### src/rtl/bcd_conv_arb.sv
// ============================================================================
// Module   : bcd_conv_arb
// Purpose  : Two-requester arbiter sharing one multi-cycle 16-bit binary to
//            5-digit BCD converter (double dabble, 16 shift cycles).
// Options  : define BCD_BLANK_EN to register a leading-zero blank mask.
// Revision : 1.0 - initial release
// ============================================================================
`default_nettype none

module bcd_conv_arb #(
  parameter int FIXED_PRIO = 0
) (
  input  logic        clk,
  input  logic        rst_n,
  input  logic        req0,
  input  logic        req1,
  input  logic [15:0] bin0,
  input  logic [15:0] bin1,
  output logic        gnt0,
  output logic        gnt1,
  output logic        busy,
  output logic [18:0] bcd,
  output logic        done,
  output logic        done_id,
  output logic [4:0]  blank
);

  localparam logic [1:0] S_IDLE  = 2'd0;
  localparam logic [1:0] S_SHIFT = 2'd1;
  localparam logic [1:0] S_DONE  = 2'd2;

  logic [1:0]  state_q, state_d;
  logic [34:0] work_q, work_d, work_adj;
  logic [3:0]  cnt_q, cnt_d;
  logic        last_q, last_d;
  logic        id_q, id_d;
  logic        gnt0_q, gnt1_q, done_q, done_id_q;
  logic [18:0] bcd_q;
  logic        w_any_req, w_start, w_win;

  // w_win is the index of the requester that wins this cycle
  generate
    if (FIXED_PRIO != 0) begin : g_fixed
      assign w_win = ~req0;
    end else begin : g_rr
      assign w_win = (req0 & req1) ? ~last_q : ~req0;
    end
  endgenerate

  always_ff @(posedge clk or negedge rst_n) begin
    if (!rst_n) begin
      state_q <= S_IDLE;
    end else begin
      state_q <= state_d;
    end
  end

  always_comb begin
    state_d = state_q;
    case (state_q)
      S_IDLE:  if (w_any_req) state_d = S_SHIFT;
      S_SHIFT: if (cnt_q == 4'd15) state_d = S_DONE;
      S_DONE:  state_d = S_IDLE;
      default: state_d = S_IDLE;
    endcase
  end

  always_comb begin
    w_any_req = req0 | req1;
    w_start   = (state_q == S_IDLE) && w_any_req;
    busy      = (state_q != S_IDLE);
  end

  // Add-3 correction on every digit field, then a left shift
  always_comb begin
    work_adj = work_q;
    for (int i = 0; i < 4; i++) begin
      if (work_q[16+4*i +: 4] > 4'd4)
        work_adj[16+4*i +: 4] = work_q[16+4*i +: 4] + 4'd3;
    end
    if (work_q[34:32] > 3'd4)
      work_adj[34:32] = work_q[34:32] + 3'd3;

    work_d = work_q;
    cnt_d  = cnt_q;
    last_d = last_q;
    id_d   = id_q;
    if (w_start) begin
      work_d = {19'd0, (w_win ? bin1 : bin0)};
      cnt_d  = 4'd0;
      last_d = w_win;
      id_d   = w_win;
    end else if (state_q == S_SHIFT) begin
      work_d = work_adj << 1;
      cnt_d  = cnt_q + 4'd1;
    end
  end

  always_ff @(posedge clk or negedge rst_n) begin
    if (!rst_n) begin
      work_q    <= '0;
      cnt_q     <= '0;
      last_q    <= 1'b1;
      id_q      <= 1'b0;
      gnt0_q    <= 1'b0;
      gnt1_q    <= 1'b0;
      done_q    <= 1'b0;
      done_id_q <= 1'b0;
      bcd_q     <= '0;
    end else begin
      work_q <= work_d;
      cnt_q  <= cnt_d;
      last_q <= last_d;
      id_q   <= id_d;
      gnt0_q <= w_start & ~w_win;
      gnt1_q <= w_start & w_win;
      done_q <= (state_q == S_DONE);
      if (state_q == S_DONE) begin
        bcd_q     <= work_q[34:16];
        done_id_q <= id_q;
      end
    end
  end

  assign gnt0    = gnt0_q;
  assign gnt1    = gnt1_q;
  assign done    = done_q;
  assign done_id = done_id_q;
  assign bcd     = bcd_q;

`ifdef BCD_BLANK_EN
  logic [4:0] blank_q, blank_d;

  // A digit blanks only when it and every higher digit are zero
  always_comb begin
    blank_d    = '0;
    blank_d[4] = (work_q[34:32] == 3'd0);
    blank_d[3] = blank_d[4] && (work_q[31:28] == 4'd0);
    blank_d[2] = blank_d[3] && (work_q[27:24] == 4'd0);
    blank_d[1] = blank_d[2] && (work_q[23:20] == 4'd0);
  end

  always_ff @(posedge clk or negedge rst_n) begin
    if (!rst_n) begin
      blank_q <= '0;
    end else if (state_q == S_DONE) begin
      blank_q <= blank_d;
    end
  end

  assign blank = blank_q;
`else
  assign blank = 5'b00000;
`endif

endmodule

`default_nettype wire

### config.mk
export PLATFORM = sky130hd
export DESIGN_NAME = bcd_conv_arb
export DESIGN_NICKNAME = d
export VERILOG_FILES = /design/src/rtl/bcd_conv_arb.sv
export SDC_FILE = /design/constraint.sdc
export NUM_CORES = 1
export LEC_CHECK = 0
export ABC_AREA = 1
export CORE_ASPECT_RATIO = 1.2
export CORE_UTILIZATION = 51
export CTS_CLUSTER_DIAMETER = 120
export CTS_CLUSTER_SIZE = 14
export DETAILED_ROUTE_END_ITERATION = 6
export GPL_TIMING_DRIVEN = 0
export MAX_ROUTING_LAYER = met4
export PLACE_DENSITY_LB_ADDON = 0.1
export SYNTH_ARGS = -nofsm -noshare
export SYNTH_HDL_FRONTEND = slang
export SYNTH_SLANG_ARGS = --single-unit
### constraint.sdc
create_clock -name clk -period 1.8 [get_ports clk]
set_input_delay 0.36 -clock clk [delete_from_list [all_inputs] [get_ports clk]]
set_output_delay 0.36 -clock clk [all_outputs]
set_load 0.01 [all_outputs]
==> results.json <==
{
  "drt_first_pass_iters": 4,
  "synthesis.area_sq_mm": 0.003184,
  "fp-row-count": 31,
  "synth.area.mux_share_pct": 0,
  "antenna_found_initial": 0,
  "drc": 0,
  "synth-seq-cells": 66,
  "setup_viol": 0,
  "clockRootBuffer": "clkbuf_8",
  "p_leak_nw": 1.974,
  "htreeDepth": 3,
  "yosysSeqAreaShare_pct": 51.91,
  "synth_compound_area_share_pct": 14.58,
  "start_kind": "flip-flop",
  "port_buffers": 59,
  "fill_cells": 529,
  "dp_hpwl_mm": 4.733,
  "yosys.area_share.simple_pct": 21.45,
  "synthFlopType": "dfrtp_1",
  "numCtsBuffers": 9,
  "drt_iter0_markers": 126,
  "relSlewSlack_pct": 46.40,
  "required_ns": 1.44,
  "num-nets-final": 498,
  "start_util_pct": 52.97,
  "timing.final.crit_share_pct": 89.76,
  "path_class": "flip-flop to primary output",
  "cp-end-kind": "primary output",
  "crit_chain": "inv_1 -> nand2_2 -> dlygate4sd2_1",
  "core_sq_mm": 0.006012,
  "hold_viol_final": 0,
  "ant_nets": 0,
  "tritoncts": "done",
  "synth_fa_ha_area_share_pct": 2.358,
  "grt_pass1_vias": 2526,
  "synth_top_family_by_area": "simple AND/OR/NAND/NOR gates",
  "maxSlewViolCount": 0,
  "grt_use_total_pct": 23.19,
  "clock_sinks": 66,
  "layout_common_cells": "nand2_1, dfrtp_1, o21ai_0",
  "final_layout_size_suffix_gt1_share_pct": 9.804,
  "grt_max_degree": 67,
  "hold_path_class": "input pin to asynchronous set/reset pin",
  "maxCapViolCount": 0,
  "synth_xor_area_share_pct": 0,
  "via_per_inst": 5.017,
  "synthCells": 382,
  "clkTransAtPathRegs_ns": 0.06,
  "wl_per_cell_microns": 11.93,
  "async_reset_ff_share_pct": 100.0,
  "grt_pass1_wl_mm": 11.13,
  "crit_slowest_cell": "dfrtp_1",
  "placedCellCount": 527,
  "vias": 2714,
  "final_util_pct": 67.64,
  "cp.arrival_ns": 1.26,
  "instances_no_fill": 541,
  "syn_to_final_growth_pct": 27.70,
  "dieArea_sq_mm": 0.006565,
  "synth-edff-count": 0,
  "max_freq_ghz": 0.6189,
  "status": "complete, no violations",
  "layout_commonest_cell": "nand2_1",
  "setup_tns_ns": 0,
  "ir_worst_vdd_mv": 0.6811,
  "grt_setup_unrepaired": "no",
  "place_ws_ns": -0.04465,
  "io_pins": 65,
  "synthTopCellsByArea": "dfrtp_1, nand2_1, o21ai_0, inv_1, nand3_1",
  "gp_congestion": 0.8646,
  "fin_total_pwr_mw": 6.795,
  "synth_cell_type_count": 25,
  "finClkSkew_ns": 0.009550,
  "die_x_microns": 74.13,
  "die_height_microns": 88.56,
  "setup_slack_ns": 0.1843,
  "max_stage_delay_ns": 0.39,
  "final.min_clock_period_ns": 1.616,
  "diodes": 0,
  "hold_buffers": 0,
  "wirelength_mm": 6.454,
  "worstPathMaxFanout": 3,
  "grt-ovfl-total": 0,
  "worst_pin_slew_ns": 0.8040,
  "yosysTopAreaCell": "dfrtp_1",
  "avgSynthCellArea_sq_um": 8.336,
  "synth_top_area_share_pct": 51.08,
  "yosys_warnings": 0,
  "clk_latency_ns": 0.34,
  "clk_path_buf_depth": 2,
  "powerDensity_mw_per_mm2": 1671
}
[area by class of cell]
| type | instances | area, sq um | area share (%) |
|---|---|---|---|
| multi-input combinational | 252 | 1241 | 30.52 |
| clock buffer | 12 | 165.2 | 4.062 |
| clock inverter | 2 | 12.51 | 0.3077 |
| sequential | 66 | 1653 | 40.65 |
| inverter | 48 | 180.2 | 4.431 |
| tap | 82 | 102.6 | 2.523 |
| timing repair buffer | 59 | 586.8 | 14.43 |
| buffer | 20 | 125.1 | 3.077 |
[power breakdown]
group / leakage (nW) / switching (mW) / internal (mW)
Combinational: 1.08 / 1.73 / 1.38
Clock: 0.0903 / 0.517 / 0.595
Sequential: 0.799 / 0.368 / 2.20
Total: 1.97 / 2.62 / 4.18
[worst paths after layout]
kind / start / end / slack [ns] / depth (start not counted)
max: state_q[1]$_DFFE_PN0P_ / busy / 0.18 / 3
min: rst_n / bcd[11]$_DFFE_PN0P_ / 0.13 / 1
max reg2reg: last_q$_DFFE_PN1P_ / work_q[15]$_DFFE_PN0P_ / 0.29 / 9
min reg2reg: bcd[7]$_DFFE_PN0P_ / bcd[7]$_DFFE_PN0P_ / 0.48 / 2
max in group asynchronous: rst_n / state_q[0]$_DFFE_PN0P_ / 1.16 / 1
min in group clk: bcd[7]$_DFFE_PN0P_ / bcd[7]$_DFFE_PN0P_ / 0.48 / 2
[worst max-delay path, delay by kind of cell (launching register included)]
kind	cells	cell delay, ns
buffers and inverters	2	0.43
flip-flops	1	0.39
AND/OR/NAND/NOR	1	0.12
[logic make-up after synthesis]
| kind of cell | Yosys count |
|---|---|
| AND/OR/NAND/NOR | 154 |
| other | 1 |
| buffers and inverters | 68 |
| flip-flops | 66 |
| adder cells (fa/ha/maj) | 6 |
| AO/OA/AOI/OAI | 87 |
[cell usage after synthesis (2+ instances only)]
cell / n
a21oi_1: 13
buf_2: 4
buf_4: 8
buf_6: 2
clkbuf_1: 6
dfrtp_1: 65
ha_1: 6
inv_1: 48
nand2_1: 91
nand2_2: 4
nand3_1: 34
nand4_1: 2
nor2_1: 8
nor2_4: 2
o2111ai_1: 4
o21ai_0: 61
o22ai_1: 6
or2_0: 5
or2_2: 7
[state kept, by name (all words and copies together), names as in the netlist]
name / cells
bcd: 19
cnt_q: 4
done: 1
done_id: 1
gnt0: 1
gnt1: 1
id_q: 1
last_q: 1
state_q: 2
work_q: 35
[stage by stage]
| step | hold slack (ns) | area (sq um) |
|---|---|---|
| after floorplan | 0.06441 | 3199 |
| after global placement | 0.4647 | 3892 |
| after detailed placement | 0.4719 | 3890 |
| after CTS | 0.1422 | 4066 |
| after global routing | 0.1836 | 4066 |
| final | 0.1260 | 4066 |
[what timing repair did]
item	in CTS	in global routing
setup buffers	0	0
endpoints found under the setup margin	1	0
resized for setup	1	0
[routing by layer]
layer	part of all wire (%)	track usage (%)	vias up
met4	1.2	7.867	0
met3	3.3	3.759	8
met2	51	38.18	66
met1	44	28.95	1264
met5	0	-	-
li1	-	-	1376
No activity file was read; power rests on OpenSTA's default activity.
